$ cat src/rtl/pl_pkg.sv
// Shared definitions for the IF/ID skid-buffered pipeline register.
// Holds the state encoding and the default bubble instruction.
package pl_pkg;

    typedef enum logic [1:0] {
        ST_EMPTY = 2'd0,
        ST_FULL  = 2'd1,
        ST_SKID  = 2'd2
    } state_e;

    localparam logic [31:0] NOP_INSTR_DEFAULT = 32'h0000_0013;

endpackage

$ cat src/rtl/pl_slot.sv
// One pipeline storage slot: valid flag plus payload and instruction.
// Clear wins over load and returns the slot to its bubble contents.
module pl_slot
    import pl_pkg::*;
#(
    parameter int unsigned          DATA_W    = 97,
    parameter int unsigned          INSTR_W   = 32,
    parameter logic [INSTR_W-1:0]   NOP_INSTR = INSTR_W'(NOP_INSTR_DEFAULT)
) (
    input  logic               clk,
    input  logic               rst,
    input  logic               load_i,
    input  logic               clear_i,
    input  logic [DATA_W-1:0]  data_i,
    input  logic [INSTR_W-1:0] instr_i,
    output logic               valid_o,
    output logic [DATA_W-1:0]  data_o,
    output logic [INSTR_W-1:0] instr_o
);

    logic               valid_q, valid_d;
    logic [DATA_W-1:0]  data_q,  data_d;
    logic [INSTR_W-1:0] instr_q, instr_d;

    // Next-state selection: clear, load, or hold.
    always_comb begin
        valid_d = valid_q;
        data_d  = data_q;
        instr_d = instr_q;
        if (clear_i) begin
            valid_d = 1'b0;
            data_d  = '0;
            instr_d = NOP_INSTR;
        end else if (load_i) begin
            valid_d = 1'b1;
            data_d  = data_i;
            instr_d = instr_i;
        end else begin
            valid_d = valid_q;
        end
    end

    // Slot registers; an empty slot always carries bubble contents.
    always_ff @(posedge clk or posedge rst) begin
        if (rst) begin
            valid_q <= 1'b0;
            data_q  <= '0;
            instr_q <= NOP_INSTR;
        end else begin
            valid_q <= valid_d;
            data_q  <= data_d;
            instr_q <= instr_d;
        end
    end

    assign valid_o = valid_q;
    assign data_o  = data_q;
    assign instr_o = instr_q;

endmodule

$ cat src/rtl/if_id_skid_regs.sv
// IF->ID pipeline register with a one-entry skid slot so up_ready_o is
// purely registered; also tracks occupancy and upstream stall cycles.
module if_id_skid_regs
    import pl_pkg::*;
#(
    parameter int unsigned          DATA_W    = 97,
    parameter int unsigned          INSTR_W   = 32,
    parameter logic [INSTR_W-1:0]   NOP_INSTR = INSTR_W'(NOP_INSTR_DEFAULT),
    parameter int unsigned          CNT_W     = 16
) (
    input  logic               clk,
    input  logic               rst,
    input  logic               up_valid_i,
    output logic               up_ready_o,
    input  logic [DATA_W-1:0]  up_data_i,
    input  logic [INSTR_W-1:0] up_instr_i,
    output logic               dn_valid_o,
    input  logic               dn_ready_i,
    output logic [DATA_W-1:0]  dn_data_o,
    output logic [INSTR_W-1:0] dn_instr_o,
    input  logic               flush_i,
    output logic [1:0]         occupancy_o,
    output logic [CNT_W-1:0]   stall_cnt_o
);

    state_e             state_q, state_d;
    logic [CNT_W-1:0]   stall_q, stall_d;

    logic               main_valid_s, skid_valid_s;
    logic [DATA_W-1:0]  main_data_s,  skid_data_s;
    logic [INSTR_W-1:0] main_instr_s, skid_instr_s;

    logic               main_load_s, main_clear_s, main_from_skid_s;
    logic               skid_load_s, skid_clear_s;
    logic [DATA_W-1:0]  main_data_in_s;
    logic [INSTR_W-1:0] main_instr_in_s;
    logic               up_fire_s, dn_fire_s;

    assign up_ready_o = ~skid_valid_s;
    assign dn_valid_o = main_valid_s;
    assign dn_data_o  = main_data_s;
    assign dn_instr_o = main_instr_s;
    assign occupancy_o = state_q;
    assign stall_cnt_o = stall_q;

    assign up_fire_s = up_valid_i & up_ready_o;
    assign dn_fire_s = main_valid_s & dn_ready_i;

    assign main_data_in_s  = main_from_skid_s ? skid_data_s  : up_data_i;
    assign main_instr_in_s = main_from_skid_s ? skid_instr_s : up_instr_i;

    // Next-state and slot control; flush overrides every handshake.
    always_comb begin
        state_d          = state_q;
        main_load_s      = 1'b0;
        main_clear_s     = 1'b0;
        main_from_skid_s = 1'b0;
        skid_load_s      = 1'b0;
        skid_clear_s     = 1'b0;
        if (flush_i) begin
            state_d      = ST_EMPTY;
            main_clear_s = 1'b1;
            skid_clear_s = 1'b1;
        end else begin
            case (state_q)
                ST_EMPTY: begin
                    if (up_fire_s) begin
                        main_load_s = 1'b1;
                        state_d     = ST_FULL;
                    end else begin
                        state_d = ST_EMPTY;
                    end
                end
                ST_FULL: begin
                    if (up_fire_s && dn_fire_s) begin
                        main_load_s = 1'b1;
                    end else if (up_fire_s) begin
                        skid_load_s = 1'b1;
                        state_d     = ST_SKID;
                    end else if (dn_fire_s) begin
                        main_clear_s = 1'b1;
                        state_d      = ST_EMPTY;
                    end else begin
                        state_d = ST_FULL;
                    end
                end
                ST_SKID: begin
                    // up_ready_o is low here, so only a downstream fire moves data.
                    if (dn_fire_s) begin
                        main_load_s      = 1'b1;
                        main_from_skid_s = 1'b1;
                        skid_clear_s     = 1'b1;
                        state_d          = ST_FULL;
                    end else begin
                        state_d = ST_SKID;
                    end
                end
                default: begin
                    state_d      = ST_EMPTY;
                    main_clear_s = 1'b1;
                    skid_clear_s = 1'b1;
                end
            endcase
        end
    end

    // Saturating count of cycles where upstream offers a beat we refuse.
    always_comb begin
        stall_d = stall_q;
        if (up_valid_i && !up_ready_o && (stall_q != {CNT_W{1'b1}})) begin
            stall_d = stall_q + CNT_W'(1);
        end else begin
            stall_d = stall_q;
        end
    end

    // State and stall counter registers.
    always_ff @(posedge clk or posedge rst) begin
        if (rst) begin
            state_q <= ST_EMPTY;
            stall_q <= '0;
        end else begin
            state_q <= state_d;
            stall_q <= stall_d;
        end
    end

    pl_slot #(
        .DATA_W    (DATA_W),
        .INSTR_W   (INSTR_W),
        .NOP_INSTR (NOP_INSTR)
    ) u_main (
        .clk     (clk),
        .rst     (rst),
        .load_i  (main_load_s),
        .clear_i (main_clear_s),
        .data_i  (main_data_in_s),
        .instr_i (main_instr_in_s),
        .valid_o (main_valid_s),
        .data_o  (main_data_s),
        .instr_o (main_instr_s)
    );

    pl_slot #(
        .DATA_W    (DATA_W),
        .INSTR_W   (INSTR_W),
        .NOP_INSTR (NOP_INSTR)
    ) u_skid (
        .clk     (clk),
        .rst     (rst),
        .load_i  (skid_load_s),
        .clear_i (skid_clear_s),
        .data_i  (up_data_i),
        .instr_i (up_instr_i),
        .valid_o (skid_valid_s),
        .data_o  (skid_data_s),
        .instr_o (skid_instr_s)
    );

endmodule

$ cat config.mk
export PLATFORM = sky130hd
export DESIGN_NAME = if_id_skid_regs
export DESIGN_NICKNAME = d
export VERILOG_FILES = /design/src/rtl/pl_pkg.sv /design/src/rtl/pl_slot.sv /design/src/rtl/if_id_skid_regs.sv
export SDC_FILE = /design/constraint.sdc
export NUM_CORES = 1
export LEC_CHECK = 0
export ABC_AREA = 1
export ABC_CLOCK_PERIOD_IN_PS = 13750
export CAP_MARGIN = 15
export CORE_UTILIZATION = 35
export DETAILED_ROUTE_END_ITERATION = 8
export SYNTH_ARGS = -nofsm -noshare
export SYNTH_HDL_FRONTEND = slang
export SYNTH_SLANG_ARGS = --single-unit
$ cat constraint.sdc
create_clock -name clk -period 13.75 [get_ports clk]
set_clock_uncertainty 0.2 [all_clocks]
set_input_delay 2.0625 -clock clk [delete_from_list [all_inputs] [get_ports clk]]
set_output_delay 2.0625 -clock clk [all_outputs]
set_load 0.02 [all_outputs]
==> reports/qor.txt <==
vias in the first global route -> 11600
pwr dens -> 131 nW/µm²
setup bufs post-CTS -> 0
Post-Syn Area -> 13200 µm²
RSZ-0062 raised after global routing -> false
Fin. Hold Viols -> 0
largest net degree at the start of global routing -> 187
Clk pwr share -> 38.5%
syn avg cell area -> 7.97 µm²
CTS tree -> done
final setup vio count -> 0
switching pwr -> 0.665 mW
critical path's top delay family -> simple AND/OR/NAND/NOR gates
H-tree levels -> 2
Bufs and invs on worst path -> 3
Die Area -> 38500 µm²
Setup crit start kind -> input pin
crit path kind -> in -> reg
CTS Root Cell -> clkbuf_16
Num CTS Buffers -> 34
Worst VDD drop -> 60.0 µV
Req. time, crit path -> 13970 ps
final setup TNS -> 0 ps
sw frac -> 29.3%
routed via count -> 12200
DR vias/cell -> 5.09
worst reg-to-reg path cell count -> 9
synthesis-to-layout area growth -> 31.3%
core area -> 36900 µm²
highest clock rate -> 0.200 GHz
drt pass-1 iters -> 5
Top FF cell, synth -> dfrtp_1
asr flop ratio synth -> 100%
io pins -> 283
post-synthesis cell type count -> 24
Synth Net Count -> 1792
Worst slew margin -> 17.0%
CP dominant cell by count -> nand2_1
CP arrival -> 5220 ps
Logic pwr share -> 19.9%
post-synthesis sequential area ratio -> 52.7%
flops & latches, synth -> 278
clock latency on the worst-skew pair -> 500 ps
Slew Limit Fails -> 0
Initial Util -> 35.8%
Max stage delay on crit path -> 930 ps
hold depth -> 2
critical-path cell list -> clkdlybuf4s50_1, nand2_1, inv_1, nand3_1, nand2_1, nor2_4, buf_4, nand2_1, nand2_1, nand2_1
initial antenna violation count -> 1
post-synthesis cell count -> 1657
row count -> 70
I/O Buffers -> 282
Max clock buf depth -> 3
CTS clk-pin slew, worst paths -> 60 ps
total grt overflow -> 0
antenna-violating nets left -> 0
Worst Tran Pin Value -> 1250 ps
GRT Overall Usage -> 20.8%
hold_buf cts -> 0
leading area contributor after synthesis -> dfrtp_1
CP max stage cell -> buf_4
total of max-cap violations -> 0
Clock Sinks -> 278
P_int -> 1.60 mW
nets@finish -> 1998
final wirelength -> 40900 µm
top post-synthesis cells by area -> dfrtp_1, nand2_1, nand3_1
count leader, synth -> nand2_1
EDFF count, synth -> 0
worst-path maximum fanout -> 99
Avg WL per Cell -> 17.1 µm
Fin Hold WS -> 284 ps
# resized after CTS -> 0
Period minus WS final -> 5000 ps
Sequential Power Share -> 41.6%
initial drt markers -> 876
final period utilization -> 36.4%
status -> finished, final reports clean
Worst Setup End Kind -> flip-flop
DRC -> 0
area fraction of the dominant cell type after synthesis -> 51.5%
gpl congestion -> 0.812
Hold Path Class -> reg -> reg
top cells by count, synth -> nand2_1, nand3_1, dfrtp_1, inv_1, nand4_1
Leakage -> 8.52 nW
die height -> 196 µm
DP HPWL -> 24300 µm
Die Wd -> 196 µm
Synth warnings -> 0
share of post-route cells with drive strength above 1 -> 4.25%
first-pass GRT wire length -> 64600 µm
number of cells on the critical path -> 10
[cells by family (layout without fill, tap and decap cells)]
logic type,after synthesis,in the layout,synth area share [%]
AND/OR/NAND/NOR,871,871,29.5
adder cells (fa/ha/maj),1,1,0.0947
XOR/XNOR,3,3,0.199
flip-flops,278,278,52.7
AO/OA/AOI/OAI,145,145,6.32
buffers and inverters,359,586,11.2
other,0,1,0
[placed cells by master, fill, tap and decap left out, types with 29 or more instances in the layout]
master and instances:
nor2_1 29, nand4_1 89, o22ai_1 82, clkdlybuf4s50_1 282, o21ai_0 52, inv_1 226
nand2_1 432, clkbuf_16 37, dfrtp_1 272, nand3_1 314
[power by group through the flow]
| stage | Clock, mW | Combinational (mW) | Sequential [mW] |
|---|---|---|---|
| 6_report | 0.872 | 0.451 | 0.944 |
| 5_1_grt | 0.924 | 0.491 | 0.952 |
| 4_1_cts | 0.892 | 0.455 | 0.944 |
| 3_5_place_dp | 0 | 0.453 | 0.957 |
| 3_3_place_gp | 0 | 0.446 | 0.956 |
| 2_1_floorplan | 0 | 0.187 | 1.01 |
[worst reg2reg max path, cell delays in order (launching register included)]
cell	delay [ps]
dfrtp_1	410
nand2_1	250
inv_1	140
nand3_1	210
nand2_1	130
nor2_4	620
buf_4	930
nand2_1	300
nand2_1	140
nand2_1	70
[layer usage]
metal | up-vias | global-route usage, % | wire, µm
met3 | 58 | 3.80 | 2690
met5 | - | 0 | 0
li1 | 5810 | - | -
met4 | 0 | 6.08 | 1010
met1 | 5930 | 29.3 | 18400
met2 | 370 | 32.6 | 18800
[path summary, 6_finish.rpt]
path	from	slack, ps	end
max	dn_ready_i	8750	u_main.instr_o[1]$_DFFE_PP1P_
min	u_skid.instr_o[24]$_DFFE_PP0P_	280	u_skid.instr_o[24]$_DFFE_PP0P_
max reg2reg	u_main.valid_o$_DFFE_PP0P_	10280	u_main.instr_o[1]$_DFFE_PP1P_
min reg2reg	u_skid.instr_o[24]$_DFFE_PP0P_	280	u_skid.instr_o[24]$_DFFE_PP0P_
max in group asynchronous	rst	8900	u_skid.data_o[1]$_DFFE_PP0P_
min in group asynchronous	rst	1880	u_main.data_o[65]$_DFFE_PP0P_
[cell type report]
cell class | count | area (µm²)
Multi-Input combinational cell | 1020 | 4820
Timing Repair Buffer | 298 | 2970
Fill cell | 3618 | 19500
Clock inverter | 4 | 45.0
Inverter | 231 | 882
Clock buffer | 53 | 1040
Sequential cell | 278 | 6960
Antenna cell | 1 | 2.50
Tap cell | 504 | 631
[state kept, by name, summed over array words and instances, names as in the netlist]
register	cells
stall_cnt_o	16
u_skid.data_o	97
u_skid.valid_o	1
u_main.data_o	97
occupancy_o	2
u_skid.instr_o	32
u_main.valid_o	1
u_main.instr_o	32
[per-stage QoR]
stage	instances	power (mW)	cell area (µm²)	util (%)	setup WS, ps
detailed placement	2330	1.41	16200	44.0	8180
floorplan	1657	1.19	13200	-	3830
global placement	2329	1.40	16200	44.0	8200
CTS	2387	2.29	17300	47.0	8700
finish	2389	2.27	17300	47.0	8750
global route	2389	2.37	17300	47.0	8360
Note: power is estimated with default switching activity, not from simulation.
